File: src/rtl/csr_wbmaster_if.sv
// Wishbone initiator bundle for csr_wbmaster; signal names follow the master's view.
interface csr_wbmaster_if;
    logic [31:0] wb_adr_o;
    logic [31:0] wb_dat_o;
    logic [31:0] wb_dat_i;
    logic [3:0]  wb_sel_o;
    logic        wb_we_o;
    logic [2:0]  wb_cti_o;
    logic        wb_cyc_o;
    logic        wb_stb_o;
    logic        wb_ack_i;

    modport master (
        output wb_adr_o, wb_dat_o, wb_sel_o, wb_we_o, wb_cti_o, wb_cyc_o, wb_stb_o,
        input  wb_dat_i, wb_ack_i
    );

    modport slave (
        input  wb_adr_o, wb_dat_o, wb_sel_o, wb_we_o, wb_cti_o, wb_cyc_o, wb_stb_o,
        output wb_dat_i, wb_ack_i
    );
endinterface

File: src/rtl/csr_wbmaster.sv
// CSR-programmed Wishbone initiator running single or incrementing-burst transfers.
// Define CSR_WBMASTER_TIMEOUT_EN to abort a beat that sees no ack within TIMEOUT_CYCLES.
module csr_wbmaster #(
    parameter logic [3:0]  csr_addr       = 4'h0,
    parameter int unsigned TIMEOUT_CYCLES = 1024
) (
    input  logic                  sys_clk,
    input  logic                  sys_rst,
    input  logic [13:0]           csr_a,
    input  logic                  csr_we,
    input  logic [31:0]           csr_di,
    output logic [31:0]           csr_do,
    output logic                  irq,
    csr_wbmaster_if.master        wb
);

    typedef enum logic [1:0] {IDLE, ACTIVE, FINISH} state_t;

    state_t      state_q;
    logic [31:0] addr_q, wdata_q, rdata_q, cksum_q, csr_do_q;
    logic [15:0] count_q, beats_q;
    logic        we_q, irq_en_q, done_q, err_q, cyc_q;
    logic [3:0]  sel_q;
    logic [2:0]  cti_q;
    logic [31:0] csr_do_d;

    logic page_hit, wr_en, idle, start_req, ack_beat, last_beat;
    logic unused_csr_a;

    assign unused_csr_a = ^csr_a[9:3];
    assign page_hit     = (csr_a[13:10] == csr_addr);
    assign wr_en        = csr_we & page_hit;
    assign idle         = (state_q == IDLE);
    assign start_req    = wr_en & idle & (csr_a[2:0] == 3'd4) & csr_di[0];
    assign ack_beat     = (state_q == ACTIVE) & wb.wb_ack_i;
    assign last_beat    = (beats_q == 16'd1);

    always_comb begin
        csr_do_d = 32'd0;
        if (page_hit) begin
            case (csr_a[2:0])
                3'd0:    csr_do_d = addr_q;
                3'd1:    csr_do_d = wdata_q;
                3'd2:    csr_do_d = rdata_q;
                3'd3:    csr_do_d = {16'd0, count_q};
                3'd4:    csr_do_d = {24'd0, sel_q, 1'b0, irq_en_q, we_q, ~idle};
                3'd5:    csr_do_d = {30'd0, err_q, done_q};
                3'd6:    csr_do_d = cksum_q;
                default: csr_do_d = 32'd0;
            endcase
        end
    end

`ifdef CSR_WBMASTER_TIMEOUT_EN
    logic [31:0] to_cnt_q;
`else
    localparam int unsigned unused_timeout = TIMEOUT_CYCLES;
`endif

    always_ff @(posedge sys_clk) begin
        if (sys_rst) begin
            state_q  <= IDLE;
            addr_q   <= 32'd0;
            wdata_q  <= 32'd0;
            rdata_q  <= 32'd0;
            cksum_q  <= 32'd0;
            csr_do_q <= 32'd0;
            count_q  <= 16'd0;
            beats_q  <= 16'd0;
            we_q     <= 1'b0;
            irq_en_q <= 1'b0;
            sel_q    <= 4'd0;
            done_q   <= 1'b0;
            err_q    <= 1'b0;
            cyc_q    <= 1'b0;
            cti_q    <= 3'd0;
`ifdef CSR_WBMASTER_TIMEOUT_EN
            to_cnt_q <= 32'd0;
`endif
        end else begin
            csr_do_q <= csr_do_d;

            // Configuration is frozen while a transfer is in flight
            if (wr_en && idle) begin
                case (csr_a[2:0])
                    3'd0: addr_q  <= {csr_di[31:2], 2'b00};
                    3'd1: wdata_q <= csr_di;
                    3'd3: count_q <= csr_di[15:0];
                    3'd4: begin
                        we_q     <= csr_di[1];
                        irq_en_q <= csr_di[2];
                        sel_q    <= csr_di[7:4];
                    end
                    3'd6: cksum_q <= csr_di;
                    default: ;
                endcase
            end

            if (wr_en && (csr_a[2:0] == 3'd5)) begin
                if (csr_di[0]) done_q <= 1'b0;
                if (csr_di[1]) err_q  <= 1'b0;
            end

            // Status sets below are placed after the W1C so a coincident set wins
            case (state_q)
                IDLE: begin
                    if (start_req) begin
                        err_q <= 1'b0;
                        if (count_q == 16'd0) begin
                            done_q <= 1'b1;
                        end else begin
                            done_q  <= 1'b0;
                            state_q <= ACTIVE;
                            beats_q <= count_q;
                            cyc_q   <= 1'b1;
                            cti_q   <= (count_q == 16'd1) ? 3'b000 : 3'b010;
`ifdef CSR_WBMASTER_TIMEOUT_EN
                            to_cnt_q <= 32'd0;
`endif
                        end
                    end
                end
                ACTIVE: begin
                    if (ack_beat) begin
                        addr_q <= addr_q + 32'd4;
                        if (!we_q) begin
                            rdata_q <= wb.wb_dat_i;
                            cksum_q <= cksum_q + wb.wb_dat_i;
                        end
                        if (last_beat) begin
                            state_q <= FINISH;
                            cyc_q   <= 1'b0;
                            cti_q   <= 3'b000;
                        end else begin
                            beats_q <= beats_q - 16'd1;
                            cti_q   <= (beats_q == 16'd2) ? 3'b111 : 3'b010;
                        end
`ifdef CSR_WBMASTER_TIMEOUT_EN
                        to_cnt_q <= 32'd0;
                    end else if (to_cnt_q == 32'(TIMEOUT_CYCLES - 1)) begin
                        state_q <= IDLE;
                        cyc_q   <= 1'b0;
                        cti_q   <= 3'b000;
                        done_q  <= 1'b1;
                        err_q   <= 1'b1;
                    end else begin
                        to_cnt_q <= to_cnt_q + 32'd1;
`endif
                    end
                end
                FINISH: begin
                    state_q <= IDLE;
                    done_q  <= 1'b1;
                end
                default: state_q <= IDLE;
            endcase
        end
    end

    assign csr_do       = csr_do_q;
    assign irq          = irq_en_q & (done_q | err_q);
    assign wb.wb_adr_o  = addr_q;
    assign wb.wb_dat_o  = wdata_q;
    assign wb.wb_sel_o  = sel_q;
    assign wb.wb_we_o   = we_q;
    assign wb.wb_cti_o  = cti_q;
    assign wb.wb_cyc_o  = cyc_q;
    assign wb.wb_stb_o  = cyc_q;

endmodule

File: src/flat_wrapper.sv
// flat-port wrapper written by rule: the top's interface ports become plain ports
module csr_wbmaster_flat 
#(
    parameter logic [3:0]  csr_addr       = 4'h0,
    parameter int unsigned TIMEOUT_CYCLES = 1024
)
  (sys_clk, sys_rst, csr_a, csr_we, csr_di, csr_do, irq, wb_wb_adr_o, wb_wb_dat_o, wb_wb_sel_o, wb_wb_we_o, wb_wb_cti_o, wb_wb_cyc_o, wb_wb_stb_o, wb_wb_dat_i, wb_wb_ack_i);
  csr_wbmaster_if wb_i ();
  input  logic sys_clk;
  input  logic sys_rst;
  input  logic [13:0] csr_a;
  input  logic csr_we;
  input  logic [31:0] csr_di;
  output logic [31:0] csr_do;
  output logic irq;
  output wire logic [$bits(wb_i.wb_adr_o)-1:0] wb_wb_adr_o;
  output wire logic [$bits(wb_i.wb_dat_o)-1:0] wb_wb_dat_o;
  output wire logic [$bits(wb_i.wb_sel_o)-1:0] wb_wb_sel_o;
  output wire logic [$bits(wb_i.wb_we_o)-1:0] wb_wb_we_o;
  output wire logic [$bits(wb_i.wb_cti_o)-1:0] wb_wb_cti_o;
  output wire logic [$bits(wb_i.wb_cyc_o)-1:0] wb_wb_cyc_o;
  output wire logic [$bits(wb_i.wb_stb_o)-1:0] wb_wb_stb_o;
  input wire logic [$bits(wb_i.wb_dat_i)-1:0] wb_wb_dat_i;
  input wire logic [$bits(wb_i.wb_ack_i)-1:0] wb_wb_ack_i;
  assign wb_wb_adr_o = wb_i.wb_adr_o;
  assign wb_wb_dat_o = wb_i.wb_dat_o;
  assign wb_wb_sel_o = wb_i.wb_sel_o;
  assign wb_wb_we_o = wb_i.wb_we_o;
  assign wb_wb_cti_o = wb_i.wb_cti_o;
  assign wb_wb_cyc_o = wb_i.wb_cyc_o;
  assign wb_wb_stb_o = wb_i.wb_stb_o;
  assign wb_i.wb_dat_i = wb_wb_dat_i;
  assign wb_i.wb_ack_i = wb_wb_ack_i;
  csr_wbmaster #(.csr_addr(csr_addr), .TIMEOUT_CYCLES(TIMEOUT_CYCLES)) u_core (.sys_clk(sys_clk), .sys_rst(sys_rst), .csr_a(csr_a), .csr_we(csr_we), .csr_di(csr_di), .csr_do(csr_do), .irq(irq), .wb(wb_i));
endmodule
File: config.mk
export PLATFORM = sky130hd
export DESIGN_NAME = csr_wbmaster_flat
export DESIGN_NICKNAME = d
export VERILOG_FILES = /design/src/rtl/csr_wbmaster_if.sv /design/src/rtl/csr_wbmaster.sv /design/src/flat_wrapper.sv
export SDC_FILE = /design/constraint.sdc
export NUM_CORES = 1
export LEC_CHECK = 0
export ABC_AREA = 1
export CORE_AREA = 2 2 125 188
export DETAILED_ROUTE_END_ITERATION = 10
export DIE_AREA = 0 0 127 190
export GPL_TIMING_DRIVEN = 0
export PLACE_DENSITY = 0.87
export SLEW_MARGIN = 20
export SYNTH_ARGS = -nofsm -noshare
export SYNTH_HDL_FRONTEND = slang
export SYNTH_SLANG_ARGS = --single-unit
File: constraint.sdc
create_clock -name sys_clk -period 2.7 [get_ports sys_clk]
set_input_delay 0.54 -clock sys_clk [delete_from_list [all_inputs] [get_ports sys_clk]]
set_output_delay 0.54 -clock sys_clk [all_outputs]
set_load 0.01 [all_outputs]
# After elaboration in Yosys (flattened, before gate mapping)
# Cells that the tools add are included.
# totals
regBits	206
latch_bits	0
ram_bits	0
romBits	0
in_bits	82
word_cells	101
n_memories	0
# op_classes
addsub	3
multipliers	0
n_div	0
magnitude_cmp	0
eq_ne	16
shifts	0
mux	41
bitwise	10
n_reduce_logical	16
# op_table
operator	count
$mux 32	9
$pmux 32 s7	1
$mux 16	4
$add 32x3->32 const B	1
$add 32x32->32	1
$eq 16x1->1 const B	2
$pmux 16 s2	1
$eq 16x2->1 const B	1
$logic_not 16->1	1
$sub 16x1->16 const B	1
$mux 3	5
$mux 1	12
$mux 2	5
$reduce_and 5->1	2
$eq 3x3->1 const B	3
$reduce_and 4->1	2
$and 1x1->1	6
$eq 3x2->1 const B	2
$ne 2x2->1 const B	3
$pmux 3 s2	1
$reduce_and 2->1	3
$logic_not 4->1	1
$ne 2x1->1 const B	2
$pmux 1 s2	2
12 further kinds	15

# Logic depth before layout (Yosys ltp)
# depth
word_depth	7
mapped_depth	14
depth_no_buf	14

# Worst setup path after synthesis
# No wires, ideal clock.
# synth_timing
kind	in2reg
from	input port wb_wb_dat_i[0]
to	register u_core.cksum_q[24]
setup_ns	0.109
arrival_ns	1.950
required_ns	2.591
setup_slack_ns	0.642
path_stages	14
path_cell_list	ha_1 -> fa_1 -> nand3_1 -> nand3_1 -> nand2_1 -> nand2_1 -> nand2_1 -> nand2_1 -> nand2_1 -> nand2_1 -> nand2_1 -> nand3_1 -> nand2_1 -> inv_1
# synth_via
elab_chain_len	4
# synth_rtl
item	line	text
start: declaration	flat_wrapper.sv:23	input wire logic [$bits(wb_i.wb_dat_i)-1:0] wb_wb_dat_i;
$add 32x32->32	csr_wbmaster.sv:128	cksum_q <= cksum_q + wb.wb_dat_i;
$mux 32	csr_wbmaster.sv:126	if (!we_q) begin
$mux 32	csr_wbmaster.sv:124	if (ack_beat) begin
$mux 32	csr_wbmaster.sv:105	case (state_q)
end signal: assignment	csr_wbmaster.sv:94	3'd6: cksum_q <= csr_di;
end signal: assignment	csr_wbmaster.sv:128	
end: declaration	csr_wbmaster.sv:20	logic [31:0] addr_q, wdata_q, rdata_q, cksum_q, csr_do_q;
# No other way between the ends.
# A chain may end at the register's enable or synchronous reset.

# Final worst setup path
# layout_timing
from	input port wb_wb_dat_i[20]
to	register u_core.cksum_q[28]
# Same word-level chain as after synthesis.

==> results <==
[critical path: cells and delay by family]
kind	cells	cell delay (ps)
and+or+nand+nor	9	1320
adders and majority gates	1	460
buffers and inverters	2	610
[power by group]
part	internal [mW]	total (mW)	switching [mW]
sequential	3.03	3.04	0.00786
combinational	0.171	0.495	0.323
clock	1.82	3.08	1.26
[metal layers]
metal / GRT usage / up-vias
met5: 0 / -
met1: 0.458 / 6418
met4: 0.260 / 0
met3: 0.0650 / 227
li1: - / 6618
met2: 0.714 / 836
[kinds of logic (layout without fill, tap and decap cells)]
kind of cell / count (synthesis) / after routing
AO/OA/AOI/OAI: 450 / 450
XOR/XNOR: 19 / 19
adder cells (fa/ha/maj): 36 / 36
buffers and inverters: 384 / 599
flip-flops: 205 / 205
other: 0 / 1
AND/OR/NAND/NOR: 825 / 825
[final cells by class]
type                       count  area, um2
fill                        2126       7620
multi-input combinational   1330       6540
sequential                   205       4100
timing repair buffer         180       1800
inverter                     303       1140
clock buffer                  30        599
buffer                        81        375
tap                          280        350
clock inverter                 5        103
antenna                        1       2.50
[flip-flops by register name, indices dropped and copies added (netlist names), 4 cells and up]
register and cells:
u_core.rdata_q 32, u_core.cksum_q 32, u_core.csr_do 32, u_core.wb.wb_sel_o 4, u_core.wb.wb_dat_o 32, u_core.wb.wb_adr_o 32, u_core.count_q 16, u_core.beats_q 16
[cell usage after synthesis, types with 3 or more instances]
cell      count
a211oi_1      5
a21oi_1     163
a221oi_1     19
a22oi_1       3
a31oi_1       9
a41oi_1       3
and2_1        4
buf_2        25
buf_4         6
clkbuf_1     44
dfxtp_1     205
ha_1         35
inv_1       290
inv_2        11
nand2_1     450
nand3_1      87
nand3_2       3
nand4_1      22
nor2_1      218
nor2_2        5
nor2_4        3
nor3_1       24
o211ai_1     24
o21a_1        5
o21ai_0     178
o21ai_1       8
o21bai_1      3
o22ai_1      26
xor2_1       17
[final timing paths]
check | startpoint | depth (start not counted) | to | slack (ps)
worst min-delay path | u_core.rdata_q[5] | 2 | u_core.rdata_q[5] | 450
worst max-delay path | wb_wb_dat_i[20] | 12 | u_core.cksum_q[28] | 160
worst max register to register | u_core.cksum_q[0] | 14 | u_core.cksum_q[24] | 380
worst min register to register | u_core.rdata_q[5] | 2 | u_core.rdata_q[5] | 450
==> qor.yml <==
floorplanning:
  ios: 189
  core_um2: 22600
  die_w_um: 127
  initial_core_util: 0.537
  die_h_um: 190
  dieArea_um2: 24100
  row_count: 68
sta:
  hold_ws_ps: 451
  setup_tns_ps: 0
  final.min_clock_period_ps: 2540
  hold_viol_final: 0
  slew_headroom: 0.410
  maxSlewViolCount: 0
  finClkSkew_ps: 8.98
  tightest_slew_ps: 885
  setup_ws_ps: 163
  rsz0062_at_grt: "false"
  period_share: 0.940
  setup-violations-final: 0
  fmax_ghz: 0.394
place:
  placed_cells: 2379
  port_buffers: 180
  pre_cts_ws_ps: -295
  gp_congestion: 1.02
  dp_hpwl_mm: 40.8
  dpl_cell_area_um2: 14300
cts:
  clk_pin_slew_ps: 70
  cts_hold_buf: 0
  cts_tree: "built"
  cts_resized: 0
  clock_latency_ps: 510
  cts_setup_buffers: 0
  clockBufferDepth: 3
  htreeDepth: 1
  cts_buffers: 20
  cts.sinks: 205
  clock-root-buffer: "clkbuf_16"
synth:
  synthTopCellsByArea: "dfxtp_1 (34%), nand2_1 (14%), inv_1 (9.0%), o21ai_0 (7.3%), nor2_1 (6.7%)"
  syn_inst: 1919
  synth-adder-area-share: 0.0377
  synth_top_family_by_area: "simple AND/OR/NAND/NOR gates"
  synth_edf_count: 0
  ys_ff_latch: 205
  synth_top_area_frac: 0.338
  synth_xor_xnor_area_share: 0.0137
  synthMuxAreaShare: 0
  synth_largest_area_cell: "dfxtp_1"
  syn-num-nets: 2037
  async_flop_share: 0
  synth.distinct_cells: 45
  synth_simple_gate_area_frac: 0.281
  yosysSeqAreaShare: 0.338
  syn_area_um2: 12200
  synth_compound_area_frac: 0.205
  postSynthAreaPerCell_um2: 6.33
  synth_flop_cell: "dfxtp_1"
  synth_warnings: 0
route:
  wl_per_cell_um: 21.0
  wl_met2_mm: 24.7
  dr.pass1.iters: 7
  drcViolationCount: 0
  drt_iter0_drc: 1365
  ant_nets: 0
  dr_wl_met3_mm: 4.54
  viasPerCell: 5.84
  dr_total_vias: 14099
  totalWireLength_mm: 50.7
  highest_layer: "met4"
  wl_met1_mm: 17.7
global_routing:
  grt_max_degree: 15
  grtUsageTotal: 0.408
  grt_pass1_vias: 13506
  antenna_found_initial: 0
  grt_pass1_wl_mm: 75.6
  gr-total-overflow: 0
worst_setup_path:
  required_ps: 3100
  critical_path_class: "primary input to register"
  cp-start-kind: "primary input"
  path_cells: "clkdlybuf4s50_1, ha_1, nand2_1, inv_1, nand2_1, nor3_1, and2_1, nand2_1, nand3_1, nand2_1, nor2_1, nor2_1"
  cpMostUsedCell: "nand2_1"
  crit_path_max_incr_delay_ps: 510
  endpoint_kind: "register"
  crit_arrival_ps: 2940
  critPathSlowestCell: "clkdlybuf4s50_1"
  crit_path_max_fanout: 5
run_status:
  status: "completed"
layout:
  final_util: 0.663
  layout_common_cells: "nand2_1 (450), inv_1 (290), nor2_1 (218), dfxtp_1 (205), clkdlybuf4s50_1 (180)"
  fin_cells: 2415
  synthToLayoutAreaGrowth_pct: 23.5
  final_layout_size_suffix_gt1_frac: 0.0455
  final_common_cell: "nand2_1"
  final_area_um2: 15000
  nNetsFinal: 2239
hold_path:
  hp-class: "register to register"
flow_run:
  max_cap_violations: 0
power:
  p_leak_nw: 6.72
  power_mw: 6.61
  ir_drop_v: 0.000442
  power_density_nw_per_um2: 440
Power figures use the tool's default switching activity.
